File: config.mk
export PLATFORM = sky130hd
export DESIGN_NAME = sincronizador_desrebotador
export DESIGN_NICKNAME = d
export VERILOG_FILES = /design/src/rtl/sincronizador_desrebotador_pkg.sv /design/src/rtl/sincronizador_desrebotador_sincronizador.sv /design/src/rtl/sincronizador_desrebotador.sv
export SDC_FILE = /design/constraint.sdc
export NUM_CORES = 1
export LEC_CHECK = 0
export ABC_AREA = 1
export CAP_MARGIN = 25
export CELL_PAD_IN_SITES_DETAIL_PLACEMENT = 1
export CELL_PAD_IN_SITES_GLOBAL_PLACEMENT = 1
export CORE_MARGIN = 4
export CORE_UTILIZATION = 44
export DETAILED_ROUTE_END_ITERATION = 16
export HOLD_SLACK_MARGIN = 0.15
export PLACE_DENSITY_LB_ADDON = 0.1
export SLEW_MARGIN = 15
export SYNTH_ARGS = -nofsm -noshare
export SYNTH_HDL_FRONTEND = slang
export SYNTH_HIERARCHICAL = 1
export SYNTH_SLANG_ARGS = --single-unit
File: constraint.sdc
create_clock -name clk -period 1.8 [get_ports clk]
set_input_delay 0.36 -clock clk [delete_from_list [all_inputs] [get_ports clk]]
set_output_delay 0.36 -clock clk [all_outputs]
set_load 0.05 [all_outputs]
File: src/rtl/sincronizador_desrebotador_pkg.sv
`default_nettype none
// ============================================================================
// Module   : sincronizador_desrebotador_pkg
// Purpose  : Shared definitions for the debouncing front end: debounce FSM
//            state encodings and the helper that sizes the validation counter.
// Ports    : none (package)
// Revision : 1.0 - initial release
// ============================================================================
package sincronizador_desrebotador_pkg;

  // Debounce FSM states. The encoding is fixed so that debug tools and other
  // blocks reading the state see the same values.
  typedef enum logic [1:0] {
    ESTABLE_BAJO   = 2'd0,
    VALIDANDO_ALTO = 2'd1,
    ESTABLE_ALTO   = 2'd2,
    VALIDANDO_BAJO = 2'd3
  } estado_t;

  // Width of a counter that has to reach ciclos-1. $clog2(1) is 0, and a
  // zero-width vector is illegal, so the width is clamped to at least 1.
  function automatic int ancho_contador(input int ciclos);
    int w;
    w = $clog2(ciclos);
    return (w == 0) ? 1 : w;
  endfunction

endpackage : sincronizador_desrebotador_pkg
`default_nettype wire

File: src/rtl/sincronizador_desrebotador_sincronizador.sv
`default_nettype none
// ============================================================================
// Module   : sincronizador
// Purpose  : Plain flip-flop chain that brings an asynchronous input into the
//            clk domain. Reusable for any external asynchronous level.
// Ports    : clk                 - system clock, rising edge
//            reset               - asynchronous, active-high; clears the chain
//            entrada_asincronica - raw asynchronous input
//            salida_sincronica   - output of the last stage
// Revision : 1.0 - initial release
// ============================================================================
module sincronizador #(
  parameter int ETAPAS_SINC = 2
) (
  input  logic clk,
  input  logic reset,
  input  logic entrada_asincronica,
  output logic salida_sincronica
);

  logic [ETAPAS_SINC-1:0] r_etapas;

  // Pure shift register: nothing may sit between stages, otherwise the
  // metastability resolution time of the chain is reduced.
  always_ff @(posedge clk or posedge reset) begin
    if (reset) begin
      r_etapas <= '0;
    end else begin
      r_etapas <= {r_etapas[ETAPAS_SINC-2:0], entrada_asincronica};
    end
  end

  assign salida_sincronica = r_etapas[ETAPAS_SINC-1];

endmodule : sincronizador
`default_nettype wire

File: src/rtl/sincronizador_desrebotador.sv
`default_nettype none
// ============================================================================
// Module   : sincronizador_desrebotador
// Purpose  : Button / external-input front end. Synchronises the raw input,
//            then only lets the clean output follow once the synchronised
//            level has held for CICLOS_ESTABLES consecutive cycles. Emits a
//            one-cycle pulse on each change of the clean level.
// Ports    : clk                            - system clock, rising edge
//            reset                          - asynchronous, active-high
//            entrada_asincronica            - raw, bouncing input
//            entrada_sincronica_desrebotada - registered debounced level
//            pulso_cambio                   - registered one-cycle change pulse
//            validando                      - high in a VALIDANDO_* state
// Revision : 1.0 - initial release
// ============================================================================
module sincronizador_desrebotador
  import sincronizador_desrebotador_pkg::*;
#(
  parameter int ETAPAS_SINC     = 2,
  parameter int CICLOS_ESTABLES = 1000000
) (
  input  logic clk,
  input  logic reset,
  input  logic entrada_asincronica,
  output logic entrada_sincronica_desrebotada,
  output logic pulso_cambio,
  output logic validando
);

  localparam int ANCHO_CONTADOR = ancho_contador(CICLOS_ESTABLES);
  localparam logic [ANCHO_CONTADOR-1:0] c_cuenta_final =
    ANCHO_CONTADOR'(CICLOS_ESTABLES - 1);

  logic                      w_sinc;
  estado_t                   r_estado;
  logic [ANCHO_CONTADOR-1:0] r_contador;
  logic                      r_salida;
  logic                      r_pulso;

  sincronizador #(
    .ETAPAS_SINC (ETAPAS_SINC)
  ) u_sincronizador (
    .clk                 (clk),
    .reset               (reset),
    .entrada_asincronica (entrada_asincronica),
    .salida_sincronica   (w_sinc)
  );

  // The counter is cleared on every entry into a VALIDANDO state and the
  // transition completes when it reaches c_cuenta_final, so it can never
  // wrap. A bounce back to the old level drops straight to the stable state,
  // discarding any partial count.
  always_ff @(posedge clk or posedge reset) begin
    if (reset) begin
      r_estado   <= ESTABLE_BAJO;
      r_contador <= '0;
      r_salida   <= 1'b0;
      r_pulso    <= 1'b0;
    end else begin
      r_pulso <= 1'b0;
      case (r_estado)
        ESTABLE_BAJO: begin
          if (w_sinc) begin
            r_estado   <= VALIDANDO_ALTO;
            r_contador <= '0;
          end
        end
        VALIDANDO_ALTO: begin
          if (!w_sinc) begin
            r_estado   <= ESTABLE_BAJO;
            r_contador <= '0;
          end else if (r_contador == c_cuenta_final) begin
            r_estado   <= ESTABLE_ALTO;
            r_contador <= '0;
            r_salida   <= 1'b1;
            r_pulso    <= 1'b1;
          end else begin
            r_contador <= r_contador + 1'b1;
          end
        end
        ESTABLE_ALTO: begin
          if (!w_sinc) begin
            r_estado   <= VALIDANDO_BAJO;
            r_contador <= '0;
          end
        end
        VALIDANDO_BAJO: begin
          if (w_sinc) begin
            r_estado   <= ESTABLE_ALTO;
            r_contador <= '0;
          end else if (r_contador == c_cuenta_final) begin
            r_estado   <= ESTABLE_BAJO;
            r_contador <= '0;
            r_salida   <= 1'b0;
            r_pulso    <= 1'b1;
          end else begin
            r_contador <= r_contador + 1'b1;
          end
        end
        default: begin
          // Corrupted state: fall back to a known low, stable condition.
          r_estado   <= ESTABLE_BAJO;
          r_contador <= '0;
          r_salida   <= 1'b0;
        end
      endcase
    end
  end

  assign entrada_sincronica_desrebotada = r_salida;
  assign pulso_cambio                   = r_pulso;

  // Decoded from the state register only, so it carries no input path.
  assign validando = (r_estado == VALIDANDO_ALTO) ||
                     (r_estado == VALIDANDO_BAJO);

endmodule : sincronizador_desrebotador
`default_nettype wire

==> metrics.txt <==
hold-fix buffers at CTS 0; Post-synth EDFFs 0; Worst-Skew Late Latency between 0.2 and 0.3 ns; Required @ worst endpoint approximately 2.0 ns; # diodes 0; Max-Cap Viols 0; Worst path max stage delay 0.43 ns; r2r endpoint r_contador[16]; Nets around 240; first-pass GRT wire length around 7500 um; FMAX a little over 600 MHz; core footprint about 3400 um^2; Clock Tree Buf Depth 2; Critical Path End Type flip-flop; fin area 1780 um^2; outcome finished clean; Max-slew headroom 0.784; Routed WL 4240 um; CP max FO 9; RR Startpoint r_contador[0]; Post-DP Area about 1700 um^2; share of the synthesized area in the top cell type 0.401; DP Cell Count 278; H-tree depth 1; worst path arrival time 1.79 ns; Yosys warning count 6; post-route minimum period 1.63 ns; Crit path max-delay family simple AND/OR/NAND/NOR gates; Mapped Cells between 200 and 250; routed vias/inst roughly 5.2; drt pass-1 iters 4; All-Layer GR Usage 0.218; Design Power around 1500 uW; total gr overflow 0; Crit Path Category flip-flop to flip-flop; CTS tree built; max-slew violations 0; layout cells sized above 1 0.114; Lkg Pwr 0.000800 uW; Row Count 21; maximum VDD drop roughly 0.83 mV; period utilization 0.904; slowest stage cell, crit path dfrtp_1; non-filler cells, final 282; Synth Register Bits 26; Worst Hold Class input port to async pin; sequential cell area fraction in the yosys report 0.401; die span in y between 60 and 70 um; full die area ~4700 um^2; worst slack, placed 0.168 ns; vias in the first global route ~1600; top post-synthesis cells by area dfrtp_1 (40%), nand2_1 (17%), nor2_1 (6.7%), inv_1 (6.5%), nand3_1 (5.6%); Ports 6; synth unique cells 27; most frequent cell after synthesis nand2_1; share of synthesized registers carrying an async set or reset 1.00; worst r2r path cells 8; dominant synthesized flop cell dfrtp_1; CP Cell Sequence ha_2, nand3_2, nor2_4, nand3_1, nor2_2, nor2_4, nand3_1, nand2_1; TritonCTS Buffers 3; Routed Antenna Nets 0; clock sinks 26; Die W between 60 and 70 um; Worst-Margin Slew around 0.32 ns; routability congestion estimate approximately 0.84; area grow syn2layout 9.48%; Vias 1477; initial antenna violation count 0; WP buf/inv 0; r2r setup slk between 0.15 and 0.2 ns; Synth Cell Area between 1500 and 2000 um^2; CP startpoint kind flip-flop; Mean Syn Cell Area 7.15 um^2; Post-synth top cells nand2_1 (75), nor2_1 (29), inv_1 (28); drt drc 0; clock skew about 0.013 ns; Final Setup Violations 0; Sum Neg Setup Slack 0 ns; pwr dens roughly 840 nW/um^2; DP Wirelength 3310 um; WL/cell approximately 15 um; initial DRC count 52; Initial Util 0.471; largest area contributor in the netlist dfrtp_1; worst setup margin between 0.15 and 0.2 ns; Root Buffer clkbuf_8; Final Hold Fails 0; Clock transition at path regs 0.09 ns; RSZ-0062 raised after global routing no; largest net degree at the start of global routing 25; syn nets about 230; Port Buf Inserts 5
-- power by group --
group,total (uW),switching (uW),internal (uW)
registers,685,54.4,630
clock network,336,186,151
logic,478,327,152
total,1500,567,932
-- metrics by stage --
stage	hold WS, ns	util
2_1_floorplan	0.101	-
3_3_place_gp	0.340	0.501
3_5_place_dp	0.347	0.501
4_1_cts	0.268	0.513
5_1_grt	0.267	0.516
6_report	0.271	0.516
-- flip-flops by register name, indices dropped and copies added (netlist names), named ones only --
register	count
r_estado	1
pulso_cambio	1
entrada_sincronica_desrebotada	1
u_sincronizador/r_etapas	2
r_contador	20
-- layout by cell type (no fill, tap or decap), drive strengths merged --
cell,n
a21oi,1
buf,7
clkbuf,3
mux2i,1
xnor2,1
o22ai,5
o21ai,10
o21bai,1
or2,1
dfrtp,26
nand2,77
nand4,7
clkdlybuf4s50,2
nand3,22
ha,1
xor2,6
inv,30
nor2,35
-- area by class of cell --
cell class / instances / area (um^2)
Tap cell: 46 / 57.6
Clock buffer: 3 / 41.3
Inverter: 30 / 113
Fill cell: 469 / 1670
Timing Repair Buffer: 9 / 72.6
Sequential cell: 26 / 651
Multi-Input combinational cell: 168 / 842
-- worst register-to-register path, stage by stage (launching register included) --
cell and delay (ns):
dfrtp_1 0.43, ha_2 0.24, nand3_2 0.12, nor2_4 0.24, nand3_1 0.12, nor2_2 0.15
nor2_4 0.09, nand3_1 0.08, nand2_1 0.05
-- timing repair --
action,CTS,global route
buffers inserted,0,1
resized for setup,0,1
endpoints found under the setup margin,0,5
-- logic make-up after synthesis --
logic type | count (synthesis) | synth area share
DFF | 26 | 0.401
muxes | 1 | 0.00617
xor gates and xnor gates | 7 | 0.0378
and+or+nand+nor | 142 | 0.401
adders and majority gates | 1 | 0.00771
buffers and inverters | 33 | 0.0817
AOI/OAI and AO/OA | 17 | 0.0648
-- routing by layer --
metal	up-vias	routed length, um	global-route usage
met5	-	0	0
met4	0	100	0.0852
met3	10	71	0.0421
met2	16	2050	0.364
met1	718	2010	0.276
li1	733	-	-
-- how the worst max path moves through the flow --
stage                       start              to  slack [ns]  depth (start not counted)
floorplan           r_contador[0]  r_contador[17]        0.40                          8
global placement    r_contador[0]  r_contador[18]        0.26                          8
detailed placement  r_contador[0]  r_contador[19]        0.17                          8
CTS                 r_contador[0]  r_contador[19]        0.15                          8
global route        r_contador[0]  r_contador[16]        0.02                          8
finish              r_contador[0]  r_contador[16]        0.17                          8
Power figures use the tool's default switching activity.
==> edit (same flow settings) <==
Set the parameter `CICLOS_ESTABLES` to 2000000 (it was 1000000).
--- a/src/rtl/sincronizador_desrebotador.sv
+++ b/src/rtl/sincronizador_desrebotador.sv
@@ -17,7 +17,7 @@
   import sincronizador_desrebotador_pkg::*;
 #(
   parameter int ETAPAS_SINC     = 2,
-  parameter int CICLOS_ESTABLES = 1000000
+  parameter int CICLOS_ESTABLES = 2000000
 ) (
   input  logic clk,
   input  logic reset,
Check against the original RTL: no difference found for any inputs over 10 cycles, from zero or initial values and one cycle with reset high; that may be too few to reach the edited logic, so the function may still have changed.
==> edit against the unedited design <==
Synthesized area increased by 1.4%; synthesized cell count fell by 0.88%; cell area rose by 1.5%; via count is 2.3% lower; routed wire length about the same; sequential share of layout area increased by 0.85 points; die area increased by 1.2%; critical path depth grew 2; critical endpoint is now r_contador[18]; largest cell class unchanged; sequential cell count increased by 1; highest routed layer unchanged; setup slack gained 0.050 ns; total power grew 3.7%.
==> edit: results (changes against the unedited design) <==
{| class="wikitable"
! Metric !! Value
|-
| Global-route met3 utilization || 2.62% (was 4.21%)
|-
| Number of filler cells placed in the layout || 458 (was 469)
|-
| Met1 usage in global routing || 24.7% (was 27.6%)
|-
| Synth Net Count || 229 (was 231)
|-
| Post-synthesis area per instance || 7.31 um^2 (was 7.15 um^2)
|-
| Count of placed standard cells including taps || 274 (was 278)
|-
| Via count || 1443 (was 1477)
|-
| Final wirelength || 4.24 mm (about the same)
|-
| Fraction of met2 tracks used by global routing || 33.7% (was 36.4%)
|-
| Worst-margin pin slew || 0.418 ns (was 0.323 ns)
|-
| Via-per-instance ratio || 5.19 (was 5.24)
|-
| Biggest regs || r_contador x21, u_sincronizador/r_etapas x2 (was r_contador x20, u_sincronizador/r_etapas x2)
|-
| Clk Tree Root Cell || clkbuf_8 (unchanged)
|-
| Result of the run || finished, final reports clean (unchanged)
|-
| Via count of the first global-routing pass || 1597 (was 1633)
|-
| Global-route wire length before repair || 7.60 mm (was 7.54 mm)
|-
| Antenna Cells || 0 (unchanged)
|-
| Pin count of the biggest net entering global routing || 26 (was 25)
|-
| Unique masters post-synth || 30 (was 27)
|-
| Initial antenna violation count || 0 (unchanged)
|-
| Arrival time at the worst endpoint || 1.76 ns (was 1.79 ns)
|-
| R2R depth || 10 (was 8)
|-
| Placed wire-length estimate || 3.20 mm (was 3.31 mm)
|-
| R2R setup slack || 0.22 ns (was 0.17 ns)
|-
| Maximum ir drop on the vdd rail || 0.385 mV (was 0.829 mV)
|-
| Total Nets Final || 237 (was 242)
|-
| Leakage component of the power || 0.000830 uW (was 0.000800 uW)
|-
| Setup clock skew after layout || 0.00223 ns (was 0.0128 ns)
|-
| Maximum fanout count along the critical path || 17 (was 9)
|-
| Register area share after synthesis || 41.1% (was 40.1%)
|-
| Ranking of synthesized cells by area || dfrtp_1 41%, nand2_1 17%, nor2_1 6.2% (was dfrtp_1 40%, nand2_1 17%, nor2_1 6.7%)
|-
| Destination of the worst register-to-register timing path || r_contador[18] (was r_contador[16])
|-
| Starting DRT DRC Count || 44 (was 52)
|-
| Top cell types by occurrence after synthesis || 75 x nand2_1, 27 x dfrtp_1, 27 x nor2_1 (was 75 x nand2_1, 29 x nor2_1, 28 x inv_1)
|-
| Setup slack at placement || 0.113 ns (was 0.168 ns)
|-
| Count of cells resized by post-cts repair || 0 (unchanged)
|-
| Final GP Congestion || 0.826 (was 0.840)
|-
| Share of layout cells above drive strength 1 || 11.6% (was 11.4%)
|}
[edit: kinds of logic (layout without fill, tap and decap cells)]
kind of cell    Yosys count  after routing  share of synthesized area [%]
simple gates            137            137                           38.3
xor+xnor                  8              8                           4.26
compound gates           19             19                           7.22
fa+ha+maj                 1              1                          0.760
flops                    27             27                           41.1
buf+inv                  33             40                           8.44
[edit: worst max-delay path: cells and delay by family (launching register included)]
family                   cells  cell delay [ns]
AND/OR/NAND/NOR              7             0.64
buffers and inverters        2             0.16
adder cells (fa/ha/maj)      1             0.20
flip-flops                   1             0.46
[edit: worst max-delay path by stage]
stage | slack [ns] | start | end | depth (start not counted)
final | 0.22 | r_contador[0] | r_contador[18] | 10
after global routing | -0.02 | r_contador[0] | r_contador[16] | 9
after CTS | 0.08 | r_contador[0] | r_contador[20] | 10
after detailed placement | 0.11 | r_contador[1] | r_contador[20] | 10
after global placement | 0.20 | r_contador[0] | r_contador[18] | 10
after floorplan | 0.38 | r_contador[0] | r_contador[3] | 9
[edit: area by class of cell]
type	instances	share of cell area (%)
Clock buffer	3	2.29
Sequential cell	27	37.5
Inverter	29	6.04
Multi-Input combinational cell	165	47.4
Tap cell	46	3.19
Clock inverter	1	0.416
Timing Repair Buffer	7	3.19
[edit: report_power, final]
group / internal (uW) / switching, uW
clock: 158 / 202
combinational: 139 / 342
sequential: 652 / 62.0
[edit: stage by stage]
step / cell area (um^2) / hold slack [ns] / setup TNS, ns
CTS: 1780 / 0.241 / 0
detailed placement: 1730 / 0.365 / 0
floorplan: 1650 / 0.101 / 0
finish: 1800 / 0.251 / 0
global placement: 1730 / 0.335 / 0
global route: 1800 / 0.249 / -0.0171
[edit: layer usage]
metal | vias up | part of all wire, % | wire, um
met5 | - | 0 | 0
li1 | 722 | - | -
met2 | 22 | 52 | 2180
met4 | 0 | 0.85 | 36
met3 | 4 | 2.9 | 123
met1 | 695 | 45 | 1900
